==> config.mk <==
export PLATFORM = sky130hd
export DESIGN_NAME = pipe_hazard_ctrl_flat
export DESIGN_NICKNAME = d
export VERILOG_FILES = /design/src/rtl/pipe_hazard_ctrl_if.sv /design/src/rtl/pipe_hazard_ctrl.sv /design/src/flat_wrapper.sv
export SDC_FILE = /design/constraint.sdc
export NUM_CORES = 1
export LEC_CHECK = 0
export BUFFER_PORTS_ARGS = -buffer_cell sky130_fd_sc_hd__buf_2
export CORE_MARGIN = 1
export CORE_UTILIZATION = 50
export CTS_CLUSTER_DIAMETER = 40
export DETAILED_ROUTE_END_ITERATION = 10
export PLACE_DENSITY = 0.84
export RECOVER_POWER = 25
export SYNTH_ARGS = -nofsm -noshare
export SYNTH_HDL_FRONTEND = slang
export SYNTH_SLANG_ARGS = --single-unit
==> constraint.sdc <==
create_clock -name clk -period 3.57 [get_ports clk]
set_input_delay 0 -clock clk [delete_from_list [all_inputs] [get_ports clk]]
set_output_delay 0 -clock clk [all_outputs]
set_load 0.01 [all_outputs]
==> src/rtl/pipe_hazard_ctrl_if.sv <==
// Pipeline-control bundle between the IF/ID/EXE datapath (master) and the
// hazard sequencer (slave).
interface pipe_hazard_ctrl_if #(
    parameter int XLEN  = 32,
    parameter int CNT_W = 32
);
    logic             id_valid;
    logic [4:0]       id_rs1;
    logic [4:0]       id_rs2;
    logic             id_rs1_used;
    logic             id_rs2_used;
    logic             exe_valid;
    logic [4:0]       exe_rd;
    logic             exe_rd_wen;
    logic             exe_mem_re;
    logic             exe_jmp_taken;
    logic [XLEN-1:0]  exe_jmp_target;
    logic             mdu_start;
    logic             mdu_done;
    logic             mem_busy;
    logic             trap_req;
    logic [XLEN-1:0]  trap_vector;
    logic             if_stall;
    logic             id_stall;
    logic             exe_stall;
    logic             id_flush;
    logic             exe_bubble;
    logic             mdu_abort;
    logic             mdu_timeout;
    logic             redirect_valid;
    logic [XLEN-1:0]  redirect_pc;
    logic [CNT_W-1:0] stall_cnt;
    logic [CNT_W-1:0] flush_cnt;

    modport master (
        output id_valid, id_rs1, id_rs2, id_rs1_used, id_rs2_used,
               exe_valid, exe_rd, exe_rd_wen, exe_mem_re, exe_jmp_taken,
               exe_jmp_target, mdu_start, mdu_done, mem_busy, trap_req,
               trap_vector,
        input  if_stall, id_stall, exe_stall, id_flush, exe_bubble,
               mdu_abort, mdu_timeout, redirect_valid, redirect_pc,
               stall_cnt, flush_cnt
    );

    modport slave (
        input  id_valid, id_rs1, id_rs2, id_rs1_used, id_rs2_used,
               exe_valid, exe_rd, exe_rd_wen, exe_mem_re, exe_jmp_taken,
               exe_jmp_target, mdu_start, mdu_done, mem_busy, trap_req,
               trap_vector,
        output if_stall, id_stall, exe_stall, id_flush, exe_bubble,
               mdu_abort, mdu_timeout, redirect_valid, redirect_pc,
               stall_cnt, flush_cnt
    );
endinterface

==> src/rtl/pipe_hazard_ctrl.sv <==
// IF/ID/EXE hazard sequencer: stall/flush/bubble generation, registered PC
// redirect, MDU watchdog and saturating stall/flush counters.
module pipe_hazard_ctrl #(
    parameter int XLEN        = 32,
    parameter int MDU_TIMEOUT = 64,
    parameter int CNT_W       = 32
) (
    input  logic               clk,
    input  logic               rst_n,
    pipe_hazard_ctrl_if.slave  bus
);
    localparam int MW = (MDU_TIMEOUT > 1) ? $clog2(MDU_TIMEOUT) : 1;
    localparam logic [MW-1:0] LIMIT = MW'(MDU_TIMEOUT - 1);

    typedef enum logic [1:0] {RUN, REDIRECT, MDU_WAIT} state_t;

    state_t        state;
    logic [MW-1:0] cnt;
    logic          load_use;
    logic          at_limit;
    logic          jump_acc;
    logic          mdu_acc;
    logic          mdu_end;

    always_comb begin
        bus.if_stall    = 1'b0;
        bus.id_stall    = 1'b0;
        bus.exe_stall   = 1'b0;
        bus.id_flush    = 1'b0;
        bus.exe_bubble  = 1'b0;
        bus.mdu_abort   = 1'b0;
        bus.mdu_timeout = 1'b0;
        jump_acc        = 1'b0;
        mdu_acc         = 1'b0;
        mdu_end         = 1'b0;
        at_limit        = (cnt == LIMIT);
        load_use = bus.exe_valid && bus.exe_mem_re && bus.exe_rd_wen &&
                   (bus.exe_rd != 5'd0) && bus.id_valid &&
                   ((bus.id_rs1_used && bus.id_rs1 == bus.exe_rd) ||
                    (bus.id_rs2_used && bus.id_rs2 == bus.exe_rd));
        // Controls are forced low while reset is asserted, whatever the inputs.
        if (!rst_n) begin
            jump_acc = 1'b0;
        end else if (bus.trap_req) begin
            bus.id_flush   = 1'b1;
            bus.exe_bubble = 1'b1;
            bus.mdu_abort  = (state == MDU_WAIT) && !bus.mdu_done;
        end else if (bus.mem_busy) begin
            bus.if_stall  = 1'b1;
            bus.id_stall  = 1'b1;
            bus.exe_stall = 1'b1;
            if (state == REDIRECT) begin
                bus.id_flush   = 1'b1;
                bus.exe_bubble = 1'b1;
            end
        end else begin
            unique case (state)
                RUN: begin
                    if (bus.exe_valid && bus.exe_jmp_taken) begin
                        bus.id_flush   = 1'b1;
                        bus.exe_bubble = 1'b1;
                        jump_acc       = 1'b1;
                    end else if (bus.exe_valid && bus.mdu_start) begin
                        mdu_acc = 1'b1;
                    end else if (load_use) begin
                        bus.if_stall   = 1'b1;
                        bus.id_stall   = 1'b1;
                        bus.exe_bubble = 1'b1;
                    end
                end
                REDIRECT: begin
                    bus.id_flush   = 1'b1;
                    bus.exe_bubble = 1'b1;
                end
                MDU_WAIT: begin
                    if (bus.mdu_done) begin
                        mdu_end = 1'b1;
                    end else if (at_limit) begin
                        bus.mdu_timeout = 1'b1;
                        bus.mdu_abort   = 1'b1;
                        mdu_end         = 1'b1;
                    end else begin
                        bus.if_stall  = 1'b1;
                        bus.id_stall  = 1'b1;
                        bus.exe_stall = 1'b1;
                    end
                end
                default: jump_acc = 1'b0;
            endcase
        end
    end

    always_ff @(posedge clk or negedge rst_n) begin
        if (!rst_n) begin
            state              <= RUN;
            cnt                <= '0;
            bus.redirect_valid <= 1'b0;
            bus.redirect_pc    <= '0;
            bus.stall_cnt      <= '0;
            bus.flush_cnt      <= '0;
        end else begin
            if (bus.if_stall && bus.stall_cnt != '1)
                bus.stall_cnt <= bus.stall_cnt + 1'b1;

            if (bus.trap_req) begin
                state              <= REDIRECT;
                bus.redirect_valid <= 1'b1;
                bus.redirect_pc    <= bus.trap_vector;
                if (bus.flush_cnt != '1)
                    bus.flush_cnt <= bus.flush_cnt + 1'b1;
            end else if (bus.mem_busy) begin
                // Watchdog keeps running but parks at its limit so it fires once released.
                if (state == MDU_WAIT && !at_limit)
                    cnt <= cnt + 1'b1;
            end else begin
                bus.redirect_valid <= 1'b0;
                unique case (state)
                    RUN: begin
                        if (jump_acc) begin
                            state              <= REDIRECT;
                            bus.redirect_valid <= 1'b1;
                            bus.redirect_pc    <= bus.exe_jmp_target;
                            if (bus.flush_cnt != '1)
                                bus.flush_cnt <= bus.flush_cnt + 1'b1;
                        end else if (mdu_acc) begin
                            state <= MDU_WAIT;
                            cnt   <= '0;
                        end
                    end
                    REDIRECT: state <= RUN;
                    MDU_WAIT: begin
                        if (mdu_end) state <= RUN;
                        else         cnt   <= cnt + 1'b1;
                    end
                    default: state <= RUN;
                endcase
            end
        end
    end
endmodule

==> src/flat_wrapper.sv <==
// flat-port wrapper written by rule: the top's interface ports become plain ports
module pipe_hazard_ctrl_flat 
#(
    parameter int XLEN        = 32,
    parameter int MDU_TIMEOUT = 64,
    parameter int CNT_W       = 32
)
  (clk, rst_n, bus_id_valid, bus_id_rs1, bus_id_rs2, bus_id_rs1_used, bus_id_rs2_used, bus_exe_valid, bus_exe_rd, bus_exe_rd_wen, bus_exe_mem_re, bus_exe_jmp_taken, bus_exe_jmp_target, bus_mdu_start, bus_mdu_done, bus_mem_busy, bus_trap_req, bus_trap_vector, bus_if_stall, bus_id_stall, bus_exe_stall, bus_id_flush, bus_exe_bubble, bus_mdu_abort, bus_mdu_timeout, bus_redirect_valid, bus_redirect_pc, bus_stall_cnt, bus_flush_cnt);
  pipe_hazard_ctrl_if #(.XLEN(XLEN), .CNT_W(CNT_W)) bus_i ();
  input  logic clk;
  input  logic rst_n;
  input wire logic [$bits(bus_i.id_valid)-1:0] bus_id_valid;
  input wire logic [$bits(bus_i.id_rs1)-1:0] bus_id_rs1;
  input wire logic [$bits(bus_i.id_rs2)-1:0] bus_id_rs2;
  input wire logic [$bits(bus_i.id_rs1_used)-1:0] bus_id_rs1_used;
  input wire logic [$bits(bus_i.id_rs2_used)-1:0] bus_id_rs2_used;
  input wire logic [$bits(bus_i.exe_valid)-1:0] bus_exe_valid;
  input wire logic [$bits(bus_i.exe_rd)-1:0] bus_exe_rd;
  input wire logic [$bits(bus_i.exe_rd_wen)-1:0] bus_exe_rd_wen;
  input wire logic [$bits(bus_i.exe_mem_re)-1:0] bus_exe_mem_re;
  input wire logic [$bits(bus_i.exe_jmp_taken)-1:0] bus_exe_jmp_taken;
  input wire logic [$bits(bus_i.exe_jmp_target)-1:0] bus_exe_jmp_target;
  input wire logic [$bits(bus_i.mdu_start)-1:0] bus_mdu_start;
  input wire logic [$bits(bus_i.mdu_done)-1:0] bus_mdu_done;
  input wire logic [$bits(bus_i.mem_busy)-1:0] bus_mem_busy;
  input wire logic [$bits(bus_i.trap_req)-1:0] bus_trap_req;
  input wire logic [$bits(bus_i.trap_vector)-1:0] bus_trap_vector;
  output wire logic [$bits(bus_i.if_stall)-1:0] bus_if_stall;
  output wire logic [$bits(bus_i.id_stall)-1:0] bus_id_stall;
  output wire logic [$bits(bus_i.exe_stall)-1:0] bus_exe_stall;
  output wire logic [$bits(bus_i.id_flush)-1:0] bus_id_flush;
  output wire logic [$bits(bus_i.exe_bubble)-1:0] bus_exe_bubble;
  output wire logic [$bits(bus_i.mdu_abort)-1:0] bus_mdu_abort;
  output wire logic [$bits(bus_i.mdu_timeout)-1:0] bus_mdu_timeout;
  output wire logic [$bits(bus_i.redirect_valid)-1:0] bus_redirect_valid;
  output wire logic [$bits(bus_i.redirect_pc)-1:0] bus_redirect_pc;
  output wire logic [$bits(bus_i.stall_cnt)-1:0] bus_stall_cnt;
  output wire logic [$bits(bus_i.flush_cnt)-1:0] bus_flush_cnt;
  assign bus_i.id_valid = bus_id_valid;
  assign bus_i.id_rs1 = bus_id_rs1;
  assign bus_i.id_rs2 = bus_id_rs2;
  assign bus_i.id_rs1_used = bus_id_rs1_used;
  assign bus_i.id_rs2_used = bus_id_rs2_used;
  assign bus_i.exe_valid = bus_exe_valid;
  assign bus_i.exe_rd = bus_exe_rd;
  assign bus_i.exe_rd_wen = bus_exe_rd_wen;
  assign bus_i.exe_mem_re = bus_exe_mem_re;
  assign bus_i.exe_jmp_taken = bus_exe_jmp_taken;
  assign bus_i.exe_jmp_target = bus_exe_jmp_target;
  assign bus_i.mdu_start = bus_mdu_start;
  assign bus_i.mdu_done = bus_mdu_done;
  assign bus_i.mem_busy = bus_mem_busy;
  assign bus_i.trap_req = bus_trap_req;
  assign bus_i.trap_vector = bus_trap_vector;
  assign bus_if_stall = bus_i.if_stall;
  assign bus_id_stall = bus_i.id_stall;
  assign bus_exe_stall = bus_i.exe_stall;
  assign bus_id_flush = bus_i.id_flush;
  assign bus_exe_bubble = bus_i.exe_bubble;
  assign bus_mdu_abort = bus_i.mdu_abort;
  assign bus_mdu_timeout = bus_i.mdu_timeout;
  assign bus_redirect_valid = bus_i.redirect_valid;
  assign bus_redirect_pc = bus_i.redirect_pc;
  assign bus_stall_cnt = bus_i.stall_cnt;
  assign bus_flush_cnt = bus_i.flush_cnt;
  pipe_hazard_ctrl #(.XLEN(XLEN), .MDU_TIMEOUT(MDU_TIMEOUT), .CNT_W(CNT_W)) u_core (.clk(clk), .rst_n(rst_n), .bus(bus_i));
endmodule
==> results of run 1 <==
[kinds of logic (layout without fill, tap and decap cells)]
| logic type | after synthesis | in the layout | synth area share, % |
|---|---|---|---|
| xor gates and xnor gates | 68 | 68 | 11.3 |
| AOI/OAI and AO/OA | 66 | 66 | 7.71 |
| muxes | 36 | 36 | 6.92 |
| DFF | 105 | 105 | 50.0 |
| buffers and inverters | 29 | 288 | 2.43 |
| and+or+nand+nor | 209 | 209 | 21.0 |
| adders and majority gates | 3 | 3 | 0.714 |
| other | 0 | 1 | 0 |
[layer usage]
| metal | global-route usage (%) | up-vias |
|---|---|---|
| li1 | - | 2331 |
| met1 | 31.1 | 2387 |
| met2 | 50.2 | 176 |
| met3 | 4.68 | 26 |
| met4 | 9.49 | 0 |
| met5 | 0 | - |
[cell usage in the layout, fill, tap and decap left out, drive strengths merged, types with 4 or more instances in the layout]
cell type	instances
a21boi	4
a21oi	5
and2	4
and3	15
buf	165
clkbuf	44
dfrtp	105
dlygate4sd3	64
inv	12
mux2i	33
nand2	64
nand3	28
nand4	32
nor2	22
nor3	11
nor4	6
o21ai	40
or3	6
xnor2	53
xor2	15
[worst min-delay path, delay by kind of cell]
kind,cells,cell delay [ns]
AOI/OAI and AO/OA,1,0.11
buffers and inverters,1,0.09
muxes,1,0.11
[registers in the layout (all words and copies together), names as in the netlist]
register	flops
u_core.bus.redirect_pc	32
u_core.cnt	6
u_core.state	2
u_core.bus.flush_cnt	32
u_core.bus.redirect_valid	1
u_core.bus.stall_cnt	32
[synth_stat cells, types with 2 or more instances]
library cell and number:
sky130_fd_sc_hd__nor4_1 5, sky130_fd_sc_hd__nand4_1 32, sky130_fd_sc_hd__nor2b_1 3, sky130_fd_sc_hd__nor2_1 22, sky130_fd_sc_hd__a21boi_1 2, sky130_fd_sc_hd__nand3_1 28
sky130_fd_sc_hd__buf_1 3, sky130_fd_sc_hd__o21a_1 2, sky130_fd_sc_hd__a31oi_1 2, sky130_fd_sc_hd__xnor2_1 53, sky130_fd_sc_hd__clkbuf_1 10, sky130_fd_sc_hd__nand2b_1 3
sky130_fd_sc_hd__o21ai_0 40, sky130_fd_sc_hd__xor2_1 15, sky130_fd_sc_hd__or3_1 6, sky130_fd_sc_hd__o31ai_1 2, sky130_fd_sc_hd__and2_1 3, sky130_fd_sc_hd__nor3_1 10
sky130_fd_sc_hd__or2_2 2, sky130_fd_sc_hd__dfrtp_1 105, sky130_fd_sc_hd__buf_2 6, sky130_fd_sc_hd__and3_1 15, sky130_fd_sc_hd__a21boi_0 2, sky130_fd_sc_hd__ha_1 3
sky130_fd_sc_hd__and4_1 2, sky130_fd_sc_hd__nor3b_1 2, sky130_fd_sc_hd__nand2_1 64, sky130_fd_sc_hd__mux2_2 2, sky130_fd_sc_hd__a21oi_1 5, sky130_fd_sc_hd__mux2i_1 33
sky130_fd_sc_hd__inv_1 8, sky130_fd_sc_hd__a31o_2 2, sky130_fd_sc_hd__nand3b_1 2
[metrics by stage]
| step | cell area (µm²) | cells | power [mW] | hold WS, ns | setup WS [ns] |
|---|---|---|---|---|---|
| floorplan | 5260 | 516 | 1.70 | -0.296 | 1.41 |
| global placement | 6350 | 831 | 1.94 | 0.158 | 1.22 |
| detailed placement | 6350 | 831 | 1.97 | 0.162 | 1.12 |
| CTS | 7170 | 911 | 2.73 | 0.00232 | 1.08 |
| global route | 7130 | 912 | 2.86 | 0.00914 | 0.786 |
| finish | 7130 | 912 | 2.71 | 0.0190 | 1.07 |
[cell type report]
class | instances | area, µm²
Antenna cell | 1 | 2.50
Inverter | 8 | 30.0
Fill cell | 792 | 3150
Clock inverter | 7 | 61.3
Clock buffer | 9 | 124
Timing Repair Buffer | 264 | 1610
Sequential cell | 105 | 2630
Tap cell | 136 | 170
Multi-Input combinational cell | 382 | 2500
[worst min path at each step]
stage	start	cells past startpoint	endpoint	slack, ns
5_1_grt	bus_trap_vector[22]	3	u_core.bus.redirect_pc[22]$_DFFE_PN0P_	0.009
4_1_cts	bus_trap_vector[22]	3	u_core.bus.redirect_pc[22]$_DFFE_PN0P_	0.002
2_1_floorplan	rst_n	0	u_core.bus.flush_cnt[0]$_DFFE_PN0P_	-0.30
3_5_place_dp	rst_n	2	u_core.bus.flush_cnt[31]$_DFFE_PN0P_	0.16
6_report	bus_trap_vector[22]	3	u_core.bus.redirect_pc[22]$_DFFE_PN0P_	0.02
3_3_place_gp	rst_n	2	u_core.bus.flush_cnt[24]$_DFFE_PN0P_	0.16
[power by group through the flow]
stage | logic [mW] | clock network, mW | registers (mW)
after floorplan | 0.216 | 0 | 1.49
after global routing | 0.637 | 0.762 | 1.46
after detailed placement | 0.513 | 0 | 1.46
final | 0.576 | 0.696 | 1.44
after global placement | 0.495 | 0 | 1.45
after CTS | 0.578 | 0.716 | 1.44
==> key figures, run 1 <==
Run status
  • Result of the run: finished, final reports clean

Synthesis
  • Instance count of the mapped netlist: a little over 500
  • Share of synthesized area occupied by flip-flops and latches: 50.0%
  • Leading post-synthesis cells by cell area: sky130_fd_sc_hd__dfrtp_1 50%, sky130_fd_sc_hd__xnor2_1 8.8%, sky130_fd_sc_hd__mux2i_1 6.3%, sky130_fd_sc_hd__nand2_1 4.6%, sky130_fd_sc_hd__nand4_1 3.8%
  • Mean area per synthesized cell: 10.2 µm²
  • Share of synthesized flip-flops with an asynchronous set or reset: 100%
  • Cell Area, Synth: 0.00526 mm²
  • Most instantiated flip-flop cell in the synthesis netlist: sky130_fd_sc_hd__dfrtp_1
  • Synthesized Nets: 611
  • Post-synth top area cell: sky130_fd_sc_hd__dfrtp_1
  • Number of distinct library cells after synthesis: 55
  • Area share of the leading cell type in the synthesized netlist: approximately 50%
  • Number of warnings reported in the yosys synthesis log: 0
  • Number of enable flip-flop cells after synthesis: 0
  • Number of storage elements in the synthesis netlist: approximately 110

Clock network
  • Buffers inserted by post-CTS timing repair: 0
  • Clock tree from TritonCTS: yes
  • Number of levels the H-tree was split into: 3
  • Root buf cell: sky130_fd_sc_hd__clkbuf_8
  • # clock sinks: between 100 and 150
  • CTS hold repair buffers: 64
  • Gates resized, CTS repair: 0
  • Number of buffers created by CTS: 9
  • Clock latency on the worst-skew pair: 0.36 ns
  • Clock tree buffer depth: 2
  • Clock edge transition at the registers on the reported setup and hold paths: 0.12 ns

GRT
  • Overall fraction of global-route tracks in use: between 20% and 30%
  • Total overflow reported by the global router: 0
  • Pin count of the biggest net entering global routing: a little under 70
  • Number of antenna violations at the first check in global routing: 1
  • Vias in the first global route: 5,120
  • Wire length of the first global-routing pass: around 24 mm

Detailed routing
  • Top routing layer in use: met4
  • Wire length on met1: 5.60 mm
  • Met3 wire length: 657 µm
  • Vias: 4,920
  • Routed wire per std cell: ~16 µm
  • Total length of routed met2 wires: 7.64 mm
  • Number of nets with antenna violations after detailed routing: 0
  • DRC viols: 0
  • Number of vias per cell after detailed routing: roughly 5.4
  • Iteration count of the initial detailed-routing pass: 5
  • Overall routed net length: 14.2 mm
  • Initial drt markers: 158

Die
  • CORE AREA: 0.0103 mm²
  • Overall die area: around 0.011 mm²
  • Ports: 196
  • Die boundary width: 105 µm
  • Initial standard-cell utilization of the core: 51.2%
  • Height of the chip: 105 µm
  • Number of placement rows: 37

Placement
  • Port Buffer Count: 195
  • Placer congestion estimate: 0.820
  • Final HPWL DP: 9.22 mm

Layout
  • Final nets: 865
  • Ratio of cells with drive above 1 in the final layout: 25.0%
  • Area growth from synthesis to layout: 35.6%
  • End-of-flow core utilization: 69.4%

Worst setup path
  • Crit. Startpoint: u_core.bus.stall_cnt[10]$_DFFE_PN0P_
  • Critical-path cell list: nand4_1 > nor3_2 > nand3_1 > or2_2 > nand2_1 > mux2_2
  • Slowest cell delay on critical path: 0.50 ns
  • Maximum net fanout on the critical path: 20
  • WP depth: 6
  • Bufs and invs on worst path: 0
  • Crit path DAT: approximately 2.7 ns
  • Startpoint type of the worst setup path: flip-flop
  • Reg2reg setup slack: 1.07 ns
  • CP max-delay cell: sky130_fd_sc_hd__or2_2
  • Worst Reg-to-Reg Cells: 6
  • Required time reported for the critical path endpoint: around 3.8 ns
  • Critical Path Sink: u_core.bus.stall_cnt[1]$_DFFE_PN0P_
  • Capturing element type of the critical path: flip-flop
  • Worst R2R Start: u_core.bus.stall_cnt[10]$_DFFE_PN0P_
  • Capturing point of the worst reg2reg path: u_core.bus.stall_cnt[1]$_DFFE_PN0P_
  • Category of the critical setup timing path: reg -> reg
  • Family of cells with the greatest summed delay on the critical path: simple AND/OR/NAND/NOR gates

Power and ir drop
  • Sequential cell fraction of total power: 53.1%
  • Sw Pwr: 0.855 mW
  • Part of the power in the clock network: 25.7%
  • Combinational cell fraction of total power: 21.2%
  • Peak supply drop: approximately 0.22 mV
  • Proportion of total power due to net switching: 31.6%
  • Total leakage power: 3.41 nW
  • Internal power summed over all cells: 1.86 mW
  • Cell area power density: between 300 and 400 mW/mm²

STA
  • Final Critical Period: 2.50 ns
  • Worst relative slew slack: 47.9%
  • Slew at the pin closest to its max-slew limit: 0.782 ns
  • Pins over their slew limit: 0
  • Final hold violation count: 0
  • Peak Freq: 0.400 GHz
  • Final period util: 70.0%
  • Layout Skew: between 0.015 and 0.02 ns
  • RSZ-0062 raised after global routing: false
  • Accumulated negative setup slack: 0 ns
  • # setup viols final: 0

Hold path
  • Class of the tightest hold or removal check: in -> reg

Run
  • Max-cap violations: 0
Power figures use the tool's default switching activity.
==> run 2, diff against run 1 <==
--- a/config.mk
+++ b/config.mk
@@ -5,12 +5,13 @@
 export SDC_FILE = /design/constraint.sdc
 export NUM_CORES = 1
 export LEC_CHECK = 0
+export ABC_AREA = 1
 export BUFFER_PORTS_ARGS = -buffer_cell sky130_fd_sc_hd__buf_2
 export CORE_MARGIN = 1
-export CORE_UTILIZATION = 50
+export CORE_UTILIZATION = 47
 export CTS_CLUSTER_DIAMETER = 40
 export DETAILED_ROUTE_END_ITERATION = 10
-export PLACE_DENSITY = 0.84
+export PLACE_DENSITY = 0.8
 export RECOVER_POWER = 25
 export SYNTH_ARGS = -nofsm -noshare
 export SYNTH_HDL_FRONTEND = slang
==> constraint.sdc (replaced) <==
create_clock -name clk -period 2.1 [get_ports clk]
set_input_delay 0 -clock clk [delete_from_list [all_inputs] [get_ports clk]]
set_output_delay 0 -clock clk [all_outputs]
set_load 0.01 [all_outputs]
==> key figures, run 2 <==
Placement
  • Final HPWL DP: 14.1 mm (+53%)
  • Number of cells after detailed placement: 1,307 (+57%)
  • Dpl cell area: 0.00779 mm² (+23%)
  • Placer congestion estimate: 0.954 (+16%)
  • Port Buffer Count: 195 (unchanged)

Detailed routing
  • Number of nets with antenna violations after detailed routing: 0 (unchanged)
  • Initial drt markers: 608 (+280%)
  • DRC viols: 0 (unchanged)
  • Iteration count of the initial detailed-routing pass: 5 (unchanged)
  • Overall routed net length: 21.9 mm (+54%)
  • Vias: 7,554 (+54%)
  • Number of vias per cell after detailed routing: 5.41 (+0.30%)
  • Routed wire per std cell: 15.7 µm (+0.88%)

GRT
  • Wire length of the first global-routing pass: 35.0 mm (+48%)
  • Total overflow reported by the global router: 0 (unchanged)
  • Vias in the first global route: 7,178 (+40%)
  • Number of antenna violations at the first check in global routing: 0 (-1)
  • Overall fraction of global-route tracks in use: 30.7% (+3.6 points)
  • Pin count of the biggest net entering global routing: 67 (-1.5%)

Synthesis
  • Share of synthesized flip-flops with an asynchronous set or reset: 100% (unchanged)
  • Area share of the leading cell type in the synthesized netlist: 40.1% (-9.8 points)
  • Most instantiated flip-flop cell in the synthesis netlist: sky130_fd_sc_hd__dfrtp_1
  • Leading post-synthesis cells by cell area: sky130_fd_sc_hd__dfrtp_1 40%, sky130_fd_sc_hd__nand2_1 21%, sky130_fd_sc_hd__nor2_1 6.9%, sky130_fd_sc_hd__nand4_1 3.9%, sky130_fd_sc_hd__xor2_1 3.9%
  • Mean area per synthesized cell: 6.94 µm² (-32%)
  • Number of distinct library cells after synthesis: 32 (-42%)
  • Post-synth top area cell: sky130_fd_sc_hd__dfrtp_1
  • Cell Area, Synth: 0.00655 mm² (+24%)
  • Number of enable flip-flop cells after synthesis: 0 (unchanged)
  • Share of synthesized area occupied by flip-flops and latches: 40.1% (-9.8 points)
  • Synthesized Nets: 1,038 (+70%)
  • List of most frequent post-synthesis cells: 365 x sky130_fd_sc_hd__nand2_1, 121 x sky130_fd_sc_hd__nor2_1, 105 x sky130_fd_sc_hd__dfrtp_1
  • Instance count of the mapped netlist: 943 (+83%)
  • Number of warnings reported in the yosys synthesis log: 0 (unchanged)
  • Number of storage elements in the synthesis netlist: 105 (unchanged)
  • Most numerous cell in the Yosys netlist: sky130_fd_sc_hd__nand2_1

Layout
  • Filler Cell Count: 1,121 (+42%)
  • Post-Layout Cell Count: 1,396 (+53%)
  • Area growth from synthesis to layout: 34.8%
  • Final nets: 1,310 (+51%)
  • Design area: 0.00882 mm² (+24%)
  • Largest registers: u_core.bus.flush_cnt: 32 flops, u_core.bus.redirect_pc: 32 flops, u_core.bus.stall_cnt: 32 flops
  • Ratio of cells with drive above 1 in the final layout: 19.7% (-5.4 points)
  • Most common cell after layout, fill and taps aside: sky130_fd_sc_hd__nand2_1
  • Highest-count cells in the layout ignoring fill and taps: 364 x sky130_fd_sc_hd__nand2_1, 155 x sky130_fd_sc_hd__buf_2, 117 x sky130_fd_sc_hd__nor2_1, 104 x sky130_fd_sc_hd__dfrtp_1, 68 x sky130_fd_sc_hd__dlygate4sd3_1
  • Number of antenna cells inserted: 0 (-1)

Worst setup path
  • Slowest cell delay on critical path: 0.37 ns (-0.13 ns)
  • Capturing element type of the critical path: output pin
  • Startpoint type of the worst setup path: flip-flop
  • CP max-delay cell: sky130_fd_sc_hd__dfrtp_1
  • Critical-path cell list: ha_2 > nand3_2 > nor3_4 > inv_2 > a21oi_2 > nand2_2 > buf_6 > nand2_1 > nor2_2 > buf_2
  • Crit path DAT: 1.99 ns (-0.75 ns)
  • Category of the critical setup timing path: reg -> out
  • Required time reported for the critical path endpoint: 2.10 ns (-1.71 ns)
  • Maximum net fanout on the critical path: 14 (-30%)

Clock network
  • Clock edge transition at the registers on the reported setup and hold paths: 0.07 ns (-0.05 ns)
  • Root buf cell: sky130_fd_sc_hd__clkbuf_16
  • # clock sinks: 105 (unchanged)
  • Clock latency on the worst-skew pair: 0.36 ns (about the same)
  • Clock tree buffer depth: 2 (unchanged)
  • Number of buffers created by CTS: 9 (unchanged)
  • Number of levels the H-tree was split into: 3 (unchanged)
  • Clock tree from TritonCTS: yes

STA
  • Accumulated negative setup slack: 0 ns (unchanged)
  • Final hold violation count: 0 (unchanged)
  • Worst relative slew slack: 43.8% (-4.0 points)
  • Final period util: 94.5%
  • Hold slack: 0.0165 ns (-0.00245 ns)
  • Peak Freq: 0.504 GHz
  • # setup viols final: 0 (unchanged)
  • RSZ-0062 raised after global routing: false
  • Pins over their slew limit: 0 (unchanged)
  • Slew at the pin closest to its max-slew limit: 0.842 ns (+0.0607 ns)
  • Layout Skew: 0.0105 ns (-0.00800 ns)
  • Final Critical Period: 1.99 ns

Die
  • Number of placement rows: 42 (+14%)
  • Height of the chip: 120 µm (+15%)
  • Ports: 196 (unchanged)
  • Die boundary width: 120 µm (+15%)
  • Overall die area: 0.0144 mm² (+32%)
  • Initial standard-cell utilization of the core: 48.9% (-2.3 points)
  • CORE AREA: 0.0134 mm² (+30%)

Hold path
  • Class of the tightest hold or removal check: in -> reg

Run status
  • Result of the run: finished, final reports clean

Power and ir drop
  • Peak supply drop: 0.381 mV (+70%)
  • Total leakage power: 4.43 nW (+30%)
  • Total power: 5.30 mW (+95%)
  • Cell area power density: 600 mW/mm² (+58%)

Run
  • Max-cap violations: 0 (unchanged)
## run 2: cell type report
class | count | area, µm² | area share, %
Sequential cell | 105 | 2630 | 29.8
Inverter | 73 | 277 | 3.13
Multi-Input combinational cell | 731 | 3500 | 39.7
Clock inverter | 5 | 55.1 | 0.624
Timing Repair Buffer | 295 | 1900 | 21.5
Clock buffer | 11 | 243 | 2.75
Tap cell | 176 | 220 | 2.50
## run 2: power by group
group	leakage, nW	internal (mW)	switching (mW)
Clock	0.142	0.954	0.772
Sequential	1.36	2.20	0.186
Combinational	2.93	0.480	0.699
## run 2: layer usage
layer	global-route usage, %	routed length, µm	share of wire [%]	vias to the layer above
met5	0	0	0	-
li1	-	-	-	3564
met2	50.4	10500	48	420
met4	14.2	843	3.8	0
met1	38.7	8780	40	3506
met3	6.04	1850	8.4	64
## run 2: final timing paths
| kind | start | slack, ns | depth (start not counted) | endpoint |
|---|---|---|---|---|
| max | u_core.cnt[0]$_DFFE_PN0P_ | 0.11 | 10 | bus_if_stall |
| min | bus_exe_valid | 0.02 | 3 | u_core.state[1]$_DFFE_PN0P_ |
| max reg2reg | u_core.state[0]$_DFFE_PN0P_ | 0.20 | 11 | u_core.cnt[1]$_DFFE_PN0P_ |
| min reg2reg | u_core.bus.flush_cnt[31]$_DFFE_PN0P_ | 0.51 | 2 | u_core.bus.flush_cnt[31]$_DFFE_PN0P_ |
| max in group asynchronous | rst_n | 0.50 | 4 | u_core.bus.flush_cnt[29]$_DFFE_PN0P_ |
| min in group asynchronous | rst_n | 0.36 | 3 | u_core.cnt[4]$_DFFE_PN0P_ |
## run 2: kinds of logic (layout without fill, tap and decap cells)
family	count (synthesis)	after routing	share of synthesized area, %
simple gates	615	615	40.1
flops	105	105	40.1
xor+xnor	49	49	6.56
buf+inv	107	384	7.05
fa+ha+maj	3	3	0.573
compound gates	64	64	5.56
## run 2: worst max-delay path, delay by kind of cell (launching register included)
kind                       cells  cell delay, ns
and+or+nand+nor                5            0.52
AOI/OAI and AO/OA              1            0.16
adders and majority gates      1            0.21
DFF                            1            0.37
buffers and inverters          3            0.37
## run 2: repair_timing
item / in CTS / in global routing
hold buffers: 68 / 0
cloned: 0 / 1
hold endpoints to repair: 74 / 0
pin swaps: 2 / 2
resized for setup: 4 / 13
setup buffers: 3 / 1
endpoints found under the setup margin: 2 / 28
## run 2: stage by stage
step	setup slack, ns	utilization, %
finish	0.115	65.8
global route	0.00884	65.8
CTS	0.00195	65.7
detailed placement	0.107	58.1
global placement	0.155	58.1
floorplan	0.308	-
==> run 3, diff against run 2 <==
--- a/config.mk
+++ b/config.mk
@@ -12,7 +12,6 @@
 export CTS_CLUSTER_DIAMETER = 40
 export DETAILED_ROUTE_END_ITERATION = 10
 export PLACE_DENSITY = 0.8
-export RECOVER_POWER = 25
 export SYNTH_ARGS = -nofsm -noshare
 export SYNTH_HDL_FRONTEND = slang
 export SYNTH_SLANG_ARGS = --single-unit
==> key figures, run 3 (same netlist as run 2, synthesis figures left out) <==
Run status
  • Result of the run: finished, final reports clean

Clock network
  • Root buf cell: sky130_fd_sc_hd__clkbuf_16
  • Clock tree buffer depth: 2 (unchanged)
  • Clock tree from TritonCTS: yes
  • Number of buffers created by CTS: 9 (unchanged)
  • Clock edge transition at the registers on the reported setup and hold paths: 0.07 ns (about the same)
  • # clock sinks: 105 (unchanged)
  • Clock latency on the worst-skew pair: 0.36 ns (about the same)
  • Number of levels the H-tree was split into: 3 (unchanged)

Detailed routing
  • Top routing layer in use: met4
  • Routed wire per std cell: 15.7 µm (+0.25%)
  • Number of vias per cell after detailed routing: 5.42 (+0.23%)
  • Overall routed net length: 22.0 mm (+0.25%)
  • Iteration count of the initial detailed-routing pass: 5 (unchanged)
  • Wire length on met1: 8.78 mm (about the same)
  • DRC viols: 0 (unchanged)
  • Initial drt markers: 632 (+3.9%)
  • Total length of routed met2 wires: 10.4 mm (-0.31%)
  • Number of nets with antenna violations after detailed routing: 0 (unchanged)
  • Vias: 7,571 (+0.23%)
  • Met3 wire length: 1.92 mm (+4.1%)

Layout
  • Highest-count cells in the layout ignoring fill and taps: 364 x sky130_fd_sc_hd__nand2_1, 194 x sky130_fd_sc_hd__buf_2, 117 x sky130_fd_sc_hd__nor2_1, 104 x sky130_fd_sc_hd__dfrtp_1, 68 x sky130_fd_sc_hd__dlygate4sd3_1
  • Final nets: 1,310 (unchanged)
  • Most common cell after layout, fill and taps aside: sky130_fd_sc_hd__nand2_1
  • Largest registers: u_core.bus.flush_cnt: 32 flops, u_core.bus.redirect_pc: 32 flops, u_core.bus.stall_cnt: 32 flops
  • Number of antenna cells inserted: 0 (unchanged)
  • End-of-flow core utilization: 66.2% (+0.36 points)
  • Ratio of cells with drive above 1 in the final layout: 22.9% (+3.2 points)
  • Area growth from synthesis to layout: 35.5%

Hold path
  • Class of the tightest hold or removal check: in -> reg

Power and ir drop
  • Peak supply drop: 0.385 mV (+0.92%)
  • Total leakage power: 4.54 nW (+2.5%)
  • Cell area power density: 601 mW/mm² (about the same)

STA
  • Slew at the pin closest to its max-slew limit: 0.843 ns (+0.000947 ns)
  • Worst relative slew slack: 43.8% (-0.063 points)
  • Accumulated negative setup slack: 0 ns (unchanged)
  • RSZ-0062 raised after global routing: false
  • Pins over their slew limit: 0 (unchanged)
  • Layout Skew: 0.0110 ns (+0.000543 ns)
  • # setup viols final: 0 (unchanged)
  • Peak Freq: 0.506 GHz (+0.42%)
  • Final Critical Period: 1.98 ns (-0.00828 ns)
  • Final hold violation count: 0 (unchanged)
  • Final period util: 94.2% (-0.39 points)

GRT
  • Total overflow reported by the global router: 0 (unchanged)
  • Wire length of the first global-routing pass: 35.0 mm (unchanged)
  • Number of antenna violations at the first check in global routing: 0 (unchanged)
  • Overall fraction of global-route tracks in use: 30.7% (unchanged)
  • Pin count of the biggest net entering global routing: 67 (unchanged)
  • Vias in the first global route: 7,178 (unchanged)

Die
  • Height of the chip: 120 µm (unchanged)
  • Initial standard-cell utilization of the core: 48.9% (unchanged)
  • Die boundary width: 120 µm (unchanged)
  • Number of placement rows: 42 (unchanged)
  • Ports: 196 (unchanged)
  • Overall die area: 0.0144 mm² (unchanged)
  • CORE AREA: 0.0134 mm² (unchanged)

Worst setup path
  • Crit path DAT: 1.98 ns (about the same)
  • Category of the critical setup timing path: reg -> out
  • Startpoint type of the worst setup path: flip-flop
  • Maximum net fanout on the critical path: 14 (unchanged)
  • Required time reported for the critical path endpoint: 2.10 ns (about the same)
  • Capturing element type of the critical path: output pin

Run
  • Max-cap violations: 0 (unchanged)

Placement
  • Placer congestion estimate: 0.954 (unchanged)
  • Port Buffer Count: 195 (unchanged)
  • Final HPWL DP: 14.1 mm (unchanged)
## run 3: cell count changes in the layout (fill, tap and decap cells not counted)
cell | previous run | this run
sky130_fd_sc_hd__buf_2 | 155 | 194
sky130_fd_sc_hd__clkbuf_1 | 40 | 1
## run 3: cell type report
| cell class | instances | area, µm² |
|---|---|---|
| clock buffer | 11 | 243 |
| tap | 176 | 220 |
| timing repair buffer | 295 | 1950 |
| inverter | 73 | 277 |
| clock inverter | 5 | 55.1 |
| multi-input combinational | 731 | 3500 |
| sequential | 105 | 2630 |
| fill | 1101 | 4530 |
## run 3: path summary, 6_finish.rpt
path | from | endpoint | depth (start not counted) | slack, ns
max | u_core.cnt[0]$_DFFE_PN0P_ | bus_if_stall | 10 | 0.12
min | bus_exe_valid | u_core.state[1]$_DFFE_PN0P_ | 3 | 0.02
max reg2reg | u_core.state[0]$_DFFE_PN0P_ | u_core.cnt[1]$_DFFE_PN0P_ | 11 | 0.21
min reg2reg | u_core.bus.flush_cnt[31]$_DFFE_PN0P_ | u_core.bus.flush_cnt[31]$_DFFE_PN0P_ | 2 | 0.50
max in group asynchronous | rst_n | u_core.bus.flush_cnt[29]$_DFFE_PN0P_ | 4 | 0.50
min in group asynchronous | rst_n | u_core.cnt[4]$_DFFE_PN0P_ | 3 | 0.36
## run 3: power by group
group          total [mW]  switching (mW)  internal (mW)
clock network        1.73           0.779          0.955
logic                1.20           0.700          0.505
registers            2.39           0.185           2.20
total                5.33            1.66           3.66
## run 3: routing by layer
metal  global-route usage, %  vias up
li1                        -     3561
met1                    38.7     3530
met2                    50.4      414
met3                    6.04       66
met4                    14.2        0
met5                       0        -
## run 3: through the flow
stage | instances | power (mW) | hold WS (ns) | cell area, µm² | setup WS (ns)
final | 1396 | 5.33 | 0.0151 | 8870 | 0.123
after floorplan | 943 | 2.96 | -0.296 | 6550 | 0.308
after global placement | 1307 | 3.43 | 0.149 | 7790 | 0.155
after CTS | 1394 | 5.28 | 0.00377 | 8800 | 0.00195
after detailed placement | 1307 | 3.45 | 0.134 | 7790 | 0.107
after global routing | 1396 | 5.57 | 0.0264 | 8870 | 0.00884
## run 3: worst max-delay path: stages (launching register included)
cell and delay, ns:
sky130_fd_sc_hd__dfrtp_1 0.37, sky130_fd_sc_hd__ha_2 0.21, sky130_fd_sc_hd__nand3_2 0.10, sky130_fd_sc_hd__nor3_4 0.17, sky130_fd_sc_hd__inv_2 0.07, sky130_fd_sc_hd__a21oi_2 0.16
sky130_fd_sc_hd__nand2_2 0.10, sky130_fd_sc_hd__buf_6 0.16, sky130_fd_sc_hd__nand2_1 0.09, sky130_fd_sc_hd__nor2_2 0.06, sky130_fd_sc_hd__buf_2 0.14
## run 3: repair_timing
| item | in CTS | in global routing |
|---|---|---|
| pin swaps | 2 | 2 |
| setup endpoints to repair | 2 | 28 |
| hold buffers | 68 | 0 |
| resized for setup | 4 | 13 |
| buffers inserted | 3 | 1 |
| endpoints found under the hold margin | 74 | 0 |
| cloned | 0 | 1 |
